File: config.mk
export PLATFORM = sky130hd
export DESIGN_NAME = argmax_classifier
export DESIGN_NICKNAME = d
export VERILOG_FILES = /design/src/rtl/argmax_classifier_pkg.sv /design/src/rtl/argmax_classifier_result_holder.sv /design/src/rtl/argmax_classifier.sv
export SDC_FILE = /design/constraint.sdc
export NUM_CORES = 1
export LEC_CHECK = 0
export CORE_MARGIN = 3
export CORE_UTILIZATION = 35
export CTS_BUF_LIST = sky130_fd_sc_hd__clkbuf_4
export DETAILED_ROUTE_END_ITERATION = 8
export MAX_ROUTING_LAYER = met4
export SYNTH_ARGS = -nofsm -noshare
export SYNTH_HDL_FRONTEND = slang
export SYNTH_SLANG_ARGS = --single-unit
File: constraint.sdc
create_clock -name clk -period 6.7 [get_ports clk]
set_clock_uncertainty 0.15 [all_clocks]
set_input_delay 2.01 -clock clk [delete_from_list [all_inputs] [get_ports clk]]
set_output_delay 2.01 -clock clk [all_outputs]
set_load 0.05 [all_outputs]
File: src/rtl/argmax_classifier_pkg.sv
// Shared types and sizing helpers for the argmax classifier output stage.
package argmax_classifier_pkg;

   typedef enum logic {
      IDLE  = 1'b0,
      ACCUM = 1'b1
   } argmax_state_e;

   localparam int unsigned ARGMAX_DATA_WIDTH  = 8;
   localparam int unsigned ARGMAX_CELL_AMOUNT = 4;

   function automatic int unsigned argmax_cnt_width(input int unsigned cells);
      return $clog2(cells + 1);
   endfunction

   localparam int unsigned ARGMAX_CNT_WIDTH = argmax_cnt_width(ARGMAX_CELL_AMOUNT);

   typedef struct packed {
      logic [ARGMAX_DATA_WIDTH-1:0] cls;
      logic [ARGMAX_DATA_WIDTH-1:0] score;
   } argmax_result_t;

endpackage

File: src/rtl/argmax_classifier_result_holder.sv
// One-entry valid/ready result register; a load that finds the slot occupied
// and not being drained is dropped and flagged in a sticky overrun bit.
module argmax_result_holder #(
   parameter type payload_t = logic [15:0]
) (
   input  logic     clk,
   input  logic     rst_n,
   input  logic     i_load,
   input  payload_t i_data,
   input  logic     i_ready,
   output payload_t o_data,
   output logic     o_valid,
   output logic     o_overrun
);

   payload_t r_data;
   logic     r_valid;
   logic     r_overrun;
   logic     w_free;

   // Slot is writable when empty or being handed off this very cycle.
   assign w_free = ~r_valid | i_ready;

   always_ff @(posedge clk or negedge rst_n) begin
      if (!rst_n) begin
         r_data    <= '0;
         r_valid   <= 1'b0;
         r_overrun <= 1'b0;
      end else begin
         if (i_load && w_free) begin
            r_data  <= i_data;
            r_valid <= 1'b1;
         end else if (i_load) begin
            r_overrun <= 1'b1;
         end else if (r_valid && i_ready) begin
            r_valid <= 1'b0;
         end
      end
   end

   assign o_data    = r_data;
   assign o_valid   = r_valid;
   assign o_overrun = r_overrun;

endmodule

File: src/rtl/argmax_classifier.sv
// Frame-wise argmax over the scaler byte stream, result held for the host.
// Optional index/sequence checking is built when ARGMAX_SEQ_CHECK_EN is defined.
module argmax_classifier
   import argmax_classifier_pkg::*;
#(
   parameter int unsigned DATA_WIDTH  = ARGMAX_DATA_WIDTH,
   parameter int unsigned CELL_AMOUNT = ARGMAX_CELL_AMOUNT
) (
   input  logic                  clk,
   input  logic                  reset_n,
   input  logic [DATA_WIDTH-1:0] input_index,
   input  logic [DATA_WIDTH-1:0] input_value,
   input  logic                  input_enable,
   output logic [DATA_WIDTH-1:0] output_class,
   output logic [DATA_WIDTH-1:0] output_score,
   output logic                  output_valid,
   input  logic                  output_ready,
   output logic                  output_overrun,
   output logic                  output_seq_error
);

   localparam int unsigned      CNT_W     = argmax_cnt_width(CELL_AMOUNT);
   localparam logic [CNT_W-1:0] LAST_BEAT = CNT_W'(CELL_AMOUNT - 1);

   typedef struct packed {
      logic [DATA_WIDTH-1:0] cls;
      logic [DATA_WIDTH-1:0] score;
   } result_t;

   argmax_state_e         r_state;
   argmax_state_e         w_state_nxt;
   logic [CNT_W-1:0]      r_cnt;
   logic [CNT_W-1:0]      w_cnt_nxt;
   logic [DATA_WIDTH-1:0] r_max;
   logic [DATA_WIDTH-1:0] w_max_nxt;
   logic [DATA_WIDTH-1:0] r_idx;
   logic [DATA_WIDTH-1:0] w_idx_nxt;
   logic                  w_gt;
   logic                  w_start;
   logic                  w_done;
   logic                  w_seq_bad;
   result_t               w_result;
   result_t               w_held;

   always_ff @(posedge clk or negedge reset_n) begin
      if (!reset_n) begin
         r_state <= IDLE;
         r_cnt   <= '0;
         r_max   <= '0;
         r_idx   <= '0;
      end else begin
         r_state <= w_state_nxt;
         r_cnt   <= w_cnt_nxt;
         r_max   <= w_max_nxt;
         r_idx   <= w_idx_nxt;
      end
   end

   always_comb begin
      w_state_nxt    = r_state;
      w_cnt_nxt      = r_cnt;
      w_max_nxt      = r_max;
      w_idx_nxt      = r_idx;
      w_start        = 1'b0;
      w_done         = 1'b0;
      // Strict compare: an equal later value never displaces the earlier index.
      w_gt           = input_value > r_max;
      w_result.cls   = w_gt ? input_index : r_idx;
      w_result.score = w_gt ? input_value : r_max;

      if (input_enable) begin
         if (w_seq_bad) begin
            w_state_nxt = IDLE;
            w_cnt_nxt   = '0;
            w_start     = (input_index == '0);
         end else if (r_state == IDLE) begin
            w_start = 1'b1;
         end else if (r_cnt == LAST_BEAT) begin
            w_done      = 1'b1;
            w_state_nxt = IDLE;
            w_cnt_nxt   = '0;
         end else begin
            w_cnt_nxt = r_cnt + 1'b1;
            w_max_nxt = w_result.score;
            w_idx_nxt = w_result.cls;
         end
      end

      if (w_start) begin
         w_state_nxt = ACCUM;
         w_cnt_nxt   = CNT_W'(1);
         w_max_nxt   = input_value;
         w_idx_nxt   = input_index;
      end
   end

`ifdef ARGMAX_SEQ_CHECK_EN
   logic r_seq_err;

   // The counter is authoritative; any label disagreeing with it aborts the frame.
   assign w_seq_bad = (32'(input_index) != 32'(r_cnt));

   always_ff @(posedge clk or negedge reset_n) begin
      if (!reset_n) begin
         r_seq_err <= 1'b0;
      end else if (input_enable && w_seq_bad) begin
         r_seq_err <= 1'b1;
      end
   end

   assign output_seq_error = r_seq_err;
`else
   assign w_seq_bad        = 1'b0;
   assign output_seq_error = 1'b0;
`endif

   argmax_result_holder #(
      .payload_t (result_t)
   ) u_holder (
      .clk       (clk),
      .rst_n     (reset_n),
      .i_load    (w_done),
      .i_data    (w_result),
      .i_ready   (output_ready),
      .o_data    (w_held),
      .o_valid   (output_valid),
      .o_overrun (output_overrun)
   );

   assign output_class = w_held.cls;
   assign output_score = w_held.score;

endmodule

==> results.ini, run 1 <==
[run_status]
outcome = complete, no violations

[min_path]
whs_endpoint = u_holder.o_overrun$_DFFE_PN0P_
worstHoldStart = u_holder.o_overrun$_DFFE_PN0P_
hold_class = register to register
whs_path_depth = 1

[routing]
drtAntennaViolNets = 0
vias = 1467
routedWlPerCell_um = 14.1
vias_per_cell = 5.13
drtIter0Drc = 88
drt-total-wl_um = 4020
first_pass_iters = 4
drc = 0

[die]
ios = 39
fp.dieH_um = 80.5
die_w_um = 80.5
coreArea_um2 = 5240
fp.dieArea_um2 = 6480
initial_core_util_pct = 37.1
fp-row-count = 26

[clocking]
holdBufCountCts = 0
cts_buffers = 5
cts_resized = 0
root_buffer = clkbuf_4
clk_latency_ns = 0.34
clk_pin_slew_ns = 0.12
clockBufferDepth = 2
cts_tree = built
cts.sinks = 38
post_cts_buffers = 0
htree_levels = 2

[worst_setup_path]
crit_fanout = 16
endpoint_kind = register
worst_setup_path_start_kind = primary input
timing.rr.start = r_max[7]$_DFFE_PN0P_
worstPathArrival_ns = 4.75
r2r.worst_path.cells = 7
critical_path_class = primary input to register
reg2reg_slack_ns = 3.76
r2r_end = r_idx[5]$_DFFE_PN0P_
worstPathRequired_ns = 6.79
critPathLaunch = input_value[7]

[power_and_ir_drop]
power.leakage_nw = 0.996
pwr-share-comb_pct = 55.1
powerDensity_nw_per_um2 = 504
sw_frac_of_total_pct = 44.6
pwr-share-seq_pct = 32.4
p_switching_w = 0.000545
internal_power_w = 0.000676
irDropWorstVdd_mv = 0.253
pwr-share-clk_pct = 12.5

[place]
port_buffers = 37
gp_congestion = 0.757
dp.final_hpwl_um = 2740

[timing]
period_share_pct = 69.5
holdWs_ns = 0.339
hold_viol_final = 0
tightest_slew_ns = 1.17
fin_crit_ns = 4.66
fmax_mhz = 215
slew-limit-headroom_pct = 21.6
drv_slew = 0
rsz0062_at_grt = no
fin_tns_setup_ns = 0
finalSetupViolations = 0

[synthesis]
syn_nets = 211
seq_area_frac_synth_pct = 49.0
yosysWarnings = 0
ys.flop_type = dfrtp_1
avgSynthCellArea_um2 = 10.7
synthTopCellsByCount = dfrtp_1 (38), nand2_1 (20), mux2_2 (16)
synth_edf_count = 0
synthTopCellsByArea = dfrtp_1 (49%), mux2_2 (9.3%), ha_1 (5.8%)
yosysUniqueCellTypes = 34
yosysMostFrequentCell = dfrtp_1
synth-async-reset-ratio_pct = 100
postSynthCellCount = 182
synth_area_um2 = 1940
synth_top_area_cell = dfrtp_1
synth-seq-cells = 38
synth_top_area_share_pct = 49.0

[grt]
track_usage_pct = 14.3
grt_pass1_vias = 1561
antenna_found_initial = 0
overflow = 0
grt_max_degree = 39
grt_first_pass_wirelength_um = 6990

[cells_and_area]
syn_to_final_growth_pct = 24.7
drive_gt1_share_pct = 14.8
antennaDiodeCount = 0
fin_nets = 244

[flow_run]
cap_viol_max_count = 0

## worst max-delay path, stage by stage
cell             delay, ns
clkdlybuf4s50_1       0.45
ha_1                  0.34
nand4_1               0.37
nor2_1                0.25
and4b_4               0.23
a221oi_4              0.68
mux2_2                0.42
## placed cells by master (no fill, tap or decap), types with 2 or more instances in the layout
| cell | instances |
|---|---|
| clkinv_2 | 2 |
| o221ai_1 | 7 |
| nand4_1 | 10 |
| nor2_1 | 8 |
| and2_1 | 2 |
| ha_1 | 9 |
| nand2_1 | 20 |
| nand2b_1 | 2 |
| clkbuf_4 | 5 |
| o211ai_1 | 11 |
| mux2_2 | 16 |
| a31oi_1 | 7 |
| o21ai_0 | 3 |
| clkdlybuf4s50_1 | 36 |
| a21oi_1 | 3 |
| inv_1 | 11 |
| nand3_1 | 8 |
| dfrtp_1 | 38 |
## power groups by stage
stage	Clock [W]	Sequential (W)	Combinational, W
6_report	0.000153	0.000395	0.000673
5_1_grt	0.000169	0.000410	0.000736
4_1_cts	0.000158	0.000395	0.000679
3_5_place_dp	0	0.000401	0.000676
3_3_place_gp	0	0.000399	0.000670
2_1_floorplan	0	0.000562	0.000331
## metrics by stage
| stage | utilization, % | instance area [um^2] | worst slack [ns] | instances | total power [W] |
|---|---|---|---|---|---|
| floorplan | - | 1940 | 2.70 | 182 | 0.000893 |
| global placement | 44.8 | 2340 | 1.71 | 278 | 0.00107 |
| detailed placement | 44.8 | 2340 | 1.65 | 278 | 0.00108 |
| CTS | 46.2 | 2420 | 2.02 | 286 | 0.00123 |
| global route | 46.2 | 2420 | 1.80 | 286 | 0.00132 |
| finish | 46.2 | 2420 | 2.04 | 286 | 0.00122 |
## layout make-up
| cell class | count | area, um^2 |
|---|---|---|
| Clock buffer | 5 | 37.5 |
| Clock inverter | 3 | 40.0 |
| Fill cell | 499 | 2820 |
| Inverter | 11 | 41.3 |
| Multi-Input combinational cell | 121 | 892 |
| Sequential cell | 38 | 951 |
| Tap cell | 70 | 87.6 |
| Timing Repair Buffer | 38 | 373 |
## sequential cells by signal, summed over array words and instances (netlist names)
| name | flops |
|---|---|
| u_holder.o_overrun | 1 |
| r_state | 1 |
| r_max | 8 |
| r_cnt | 3 |
| u_holder.o_data | 16 |
| u_holder.o_valid | 1 |
| r_idx | 8 |
## routing by layer
metal,global-route usage [%],up-vias,part of all wire [%]
met2,24.5,30,48
met1,16.5,701,47
met5,-,-,0
met3,3.48,7,4.4
met4,4.90,0,1.2
li1,-,729,-
## worst max path at each step
stage | to | slack, ns | cells after the start
global placement | r_idx[6]$_DFFE_PN0P_ | 1.71 | 7
detailed placement | r_idx[5]$_DFFE_PN0P_ | 1.65 | 7
global route | r_max[5]$_DFFE_PN0P_ | 1.80 | 7
floorplan | r_idx[3]$_DFFE_PN0P_ | 2.70 | 7
CTS | r_idx[5]$_DFFE_PN0P_ | 2.02 | 7
finish | r_idx[5]$_DFFE_PN0P_ | 2.04 | 7
## kinds of logic after synthesis
kind of cell / count (synthesis) / share of synthesized area [%]
other: 1 / 0.193
buffers and inverters: 23 / 5.22
muxes: 16 / 9.28
adders and majority gates: 9 / 5.80
and+or+nand+nor: 57 / 15.6
AOI/OAI and AO/OA: 38 / 14.9
DFF: 38 / 49.0
Power figures use the tool's default switching activity.
==> run 2, diff against run 1 <==
==> constraint.sdc (replaced) <==
create_clock -name clk -period 4.09 [get_ports clk]
set_clock_uncertainty 0.15 [all_clocks]
set_input_delay 1.227 -clock clk [delete_from_list [all_inputs] [get_ports clk]]
set_output_delay 1.227 -clock clk [all_outputs]
set_load 0.05 [all_outputs]
==> results.ini, run 2 (same netlist as run 1, synthesis figures left out) <==
[clocking]
cts_tree = built  ; unchanged
root_buffer = clkbuf_4  ; unchanged
cts_resized = 0  ; unchanged
clk_pin_slew_ns = 0.11  ; was 0.12 ns
htree_levels = 2  ; unchanged
cts.sinks = 38  ; unchanged
holdBufCountCts = 0  ; unchanged
cts_buffers = 5  ; unchanged
post_cts_buffers = 0  ; unchanged
clk_latency_ns = 0.33  ; was 0.34 ns
clockBufferDepth = 2  ; unchanged

[place]
placed_area_um2 = 2380  ; was 2340 um^2
dp.final_hpwl_um = 2880  ; was 2740 um
port_buffers = 37  ; unchanged
dp_slack_ns = 0.359  ; was 1.65 ns
gp_congestion = 0.835  ; was 0.757
place_inst = 283  ; was 278

[timing]
setup_slack_ns = 0.729  ; was 2.04 ns
slew-limit-headroom_pct = 44.9  ; was 21.6%
hold_viol_final = 0  ; unchanged
fin_tns_setup_ns = 0  ; unchanged
rsz0062_at_grt = no  ; unchanged
drv_slew = 0  ; unchanged
fmax_mhz = 297
period_share_pct = 82.2
fin_crit_ns = 3.36
tightest_slew_ns = 0.827  ; was 1.17 ns
finalSetupViolations = 0  ; unchanged

[die]
fp.dieArea_um2 = 6480  ; unchanged
coreArea_um2 = 5240  ; unchanged
fp-row-count = 26  ; unchanged
die_w_um = 80.5  ; unchanged
ios = 39  ; unchanged
fp.dieH_um = 80.5  ; unchanged
initial_core_util_pct = 37.1  ; unchanged

[cells_and_area]
largest_reg_flops = 16  ; unchanged
syn_to_final_growth_pct = 24.8  ; was 24.7%
fin_nets = 249  ; was 244
final_cells = 289  ; was 286
antennaDiodeCount = 0  ; unchanged
drive_gt1_share_pct = 15.5  ; was 14.8%
utilization_pct = 46.3  ; was 46.2%
layout_common_cells = dfrtp_1 (38), clkdlybuf4s50_1 (36), nand2_1 (20), mux2_2 (16)  ; unchanged
layout_commonest_cell = dfrtp_1  ; unchanged
fin_area_um2 = 2420  ; about the same

[worst_setup_path]
path_buf_inv = 2  ; was 1
crit_slowest_cell = clkdlybuf4s50_1  ; was a221oi_4
max_stage_delay_ns = 0.46  ; was 0.68 ns
critical_path_class = primary input to register  ; unchanged
worstPathArrival_ns = 3.44  ; was 4.75 ns
timing.rr.start = r_max[1]$_DFFE_PN0P_  ; was r_max[7]$_DFFE_PN0P_
cp_cell_sequence = clkdlybuf4s50_1 -> ha_1 -> nor2b_1 -> o211ai_1 -> a21oi_2 -> a221oi_4 -> buf_4 -> mux2_2  ; was clkdlybuf4s50_1 -> ha_1 -> nand4_1 -> nor2_1 -> and4b_4 -> a221oi_4 -> mux2_2
worst_setup_path_start_kind = primary input  ; unchanged
critical_path.top_delay_family = buffers and inverters  ; was simple AND/OR/NAND/NOR gates
worstPathRequired_ns = 4.17  ; was 6.79 ns
critPathLaunch = input_value[1]  ; was input_value[7]
crit_fanout = 10  ; was 16
endpoint_kind = register  ; unchanged

[grt]
grt_pass1_vias = 1543  ; was 1561
grt_first_pass_wirelength_um = 7260  ; was 6990 um
track_usage_pct = 15.0  ; was 14.3%
grt_max_degree = 39  ; unchanged
antenna_found_initial = 0  ; unchanged
overflow = 0  ; unchanged

[power_and_ir_drop]
irDropWorstVdd_mv = 0.370  ; was 0.253 mV
powerDensity_nw_per_um2 = 803  ; was 504 nW/um^2
power.leakage_nw = 0.998  ; was 0.996 nW

[routing]
drtAntennaViolNets = 0  ; unchanged
routedWlPerCell_um = 14.3  ; was 14.1 um
vias_per_cell = 5.14  ; was 5.13
vias = 1485  ; was 1467
drt-total-wl_um = 4130  ; was 4020 um
drtIter0Drc = 93  ; was 88
first_pass_iters = 4  ; unchanged
drc = 0  ; unchanged

[run_status]
outcome = complete, no violations  ; unchanged

[min_path]
worstHoldStart = u_holder.o_overrun$_DFFE_PN0P_  ; unchanged
hold_class = register to register  ; unchanged

[flow_run]
cap_viol_max_count = 0  ; unchanged

-- run 2: path summary, 6_finish.rpt --
| kind | end | slack, ns | cells after the start |
|---|---|---|---|
| setup / recovery | r_idx[6]$_DFFE_PN0P_ | 0.73 | 8 |
| hold / removal | u_holder.o_overrun$_DFFE_PN0P_ | 0.34 | 1 |
| setup reg to reg | r_idx[6]$_DFFE_PN0P_ | 1.68 | 8 |
| hold reg to reg | u_holder.o_overrun$_DFFE_PN0P_ | 0.34 | 1 |
| max in group asynchronous | r_idx[5]$_DFFE_PN0P_ | 2.44 | 1 |
| min in group asynchronous | r_max[6]$_DFFE_PN0P_ | 0.83 | 1 |
-- run 2: layout make-up --
type	count	area [um^2]
Clock buffer	5	37.5
Clock inverter	1	3.75
Fill cell	511	2810
Inverter	11	41.3
Multi-Input combinational cell	121	892
Sequential cell	38	951
Tap cell	70	87.6
Timing Repair Buffer	43	410
-- run 2: metal layers --
layer	vias up	GRT usage (%)	share of wire, %
met5	-	-	0
met4	0	4.73	1.3
met3	6	4.37	4.9
met2	33	24.2	47
met1	706	18.2	47
li1	740	-	-
-- run 2: stage by stage --
stage | hold WS (ns) | total power (W)
2_1_floorplan | 0.308 | 0.00146
3_3_place_gp | 0.316 | 0.00178
3_5_place_dp | 0.314 | 0.00179
4_1_cts | 0.340 | 0.00197
5_1_grt | 0.351 | 0.00211
6_report | 0.335 | 0.00195
-- run 2: report_power, final --
group	internal (W)	switching (W)
Clock	0.0000588	0.000114
Sequential	0.000552	0.0000961
Combinational	0.000447	0.000678
Total	0.00106	0.000888
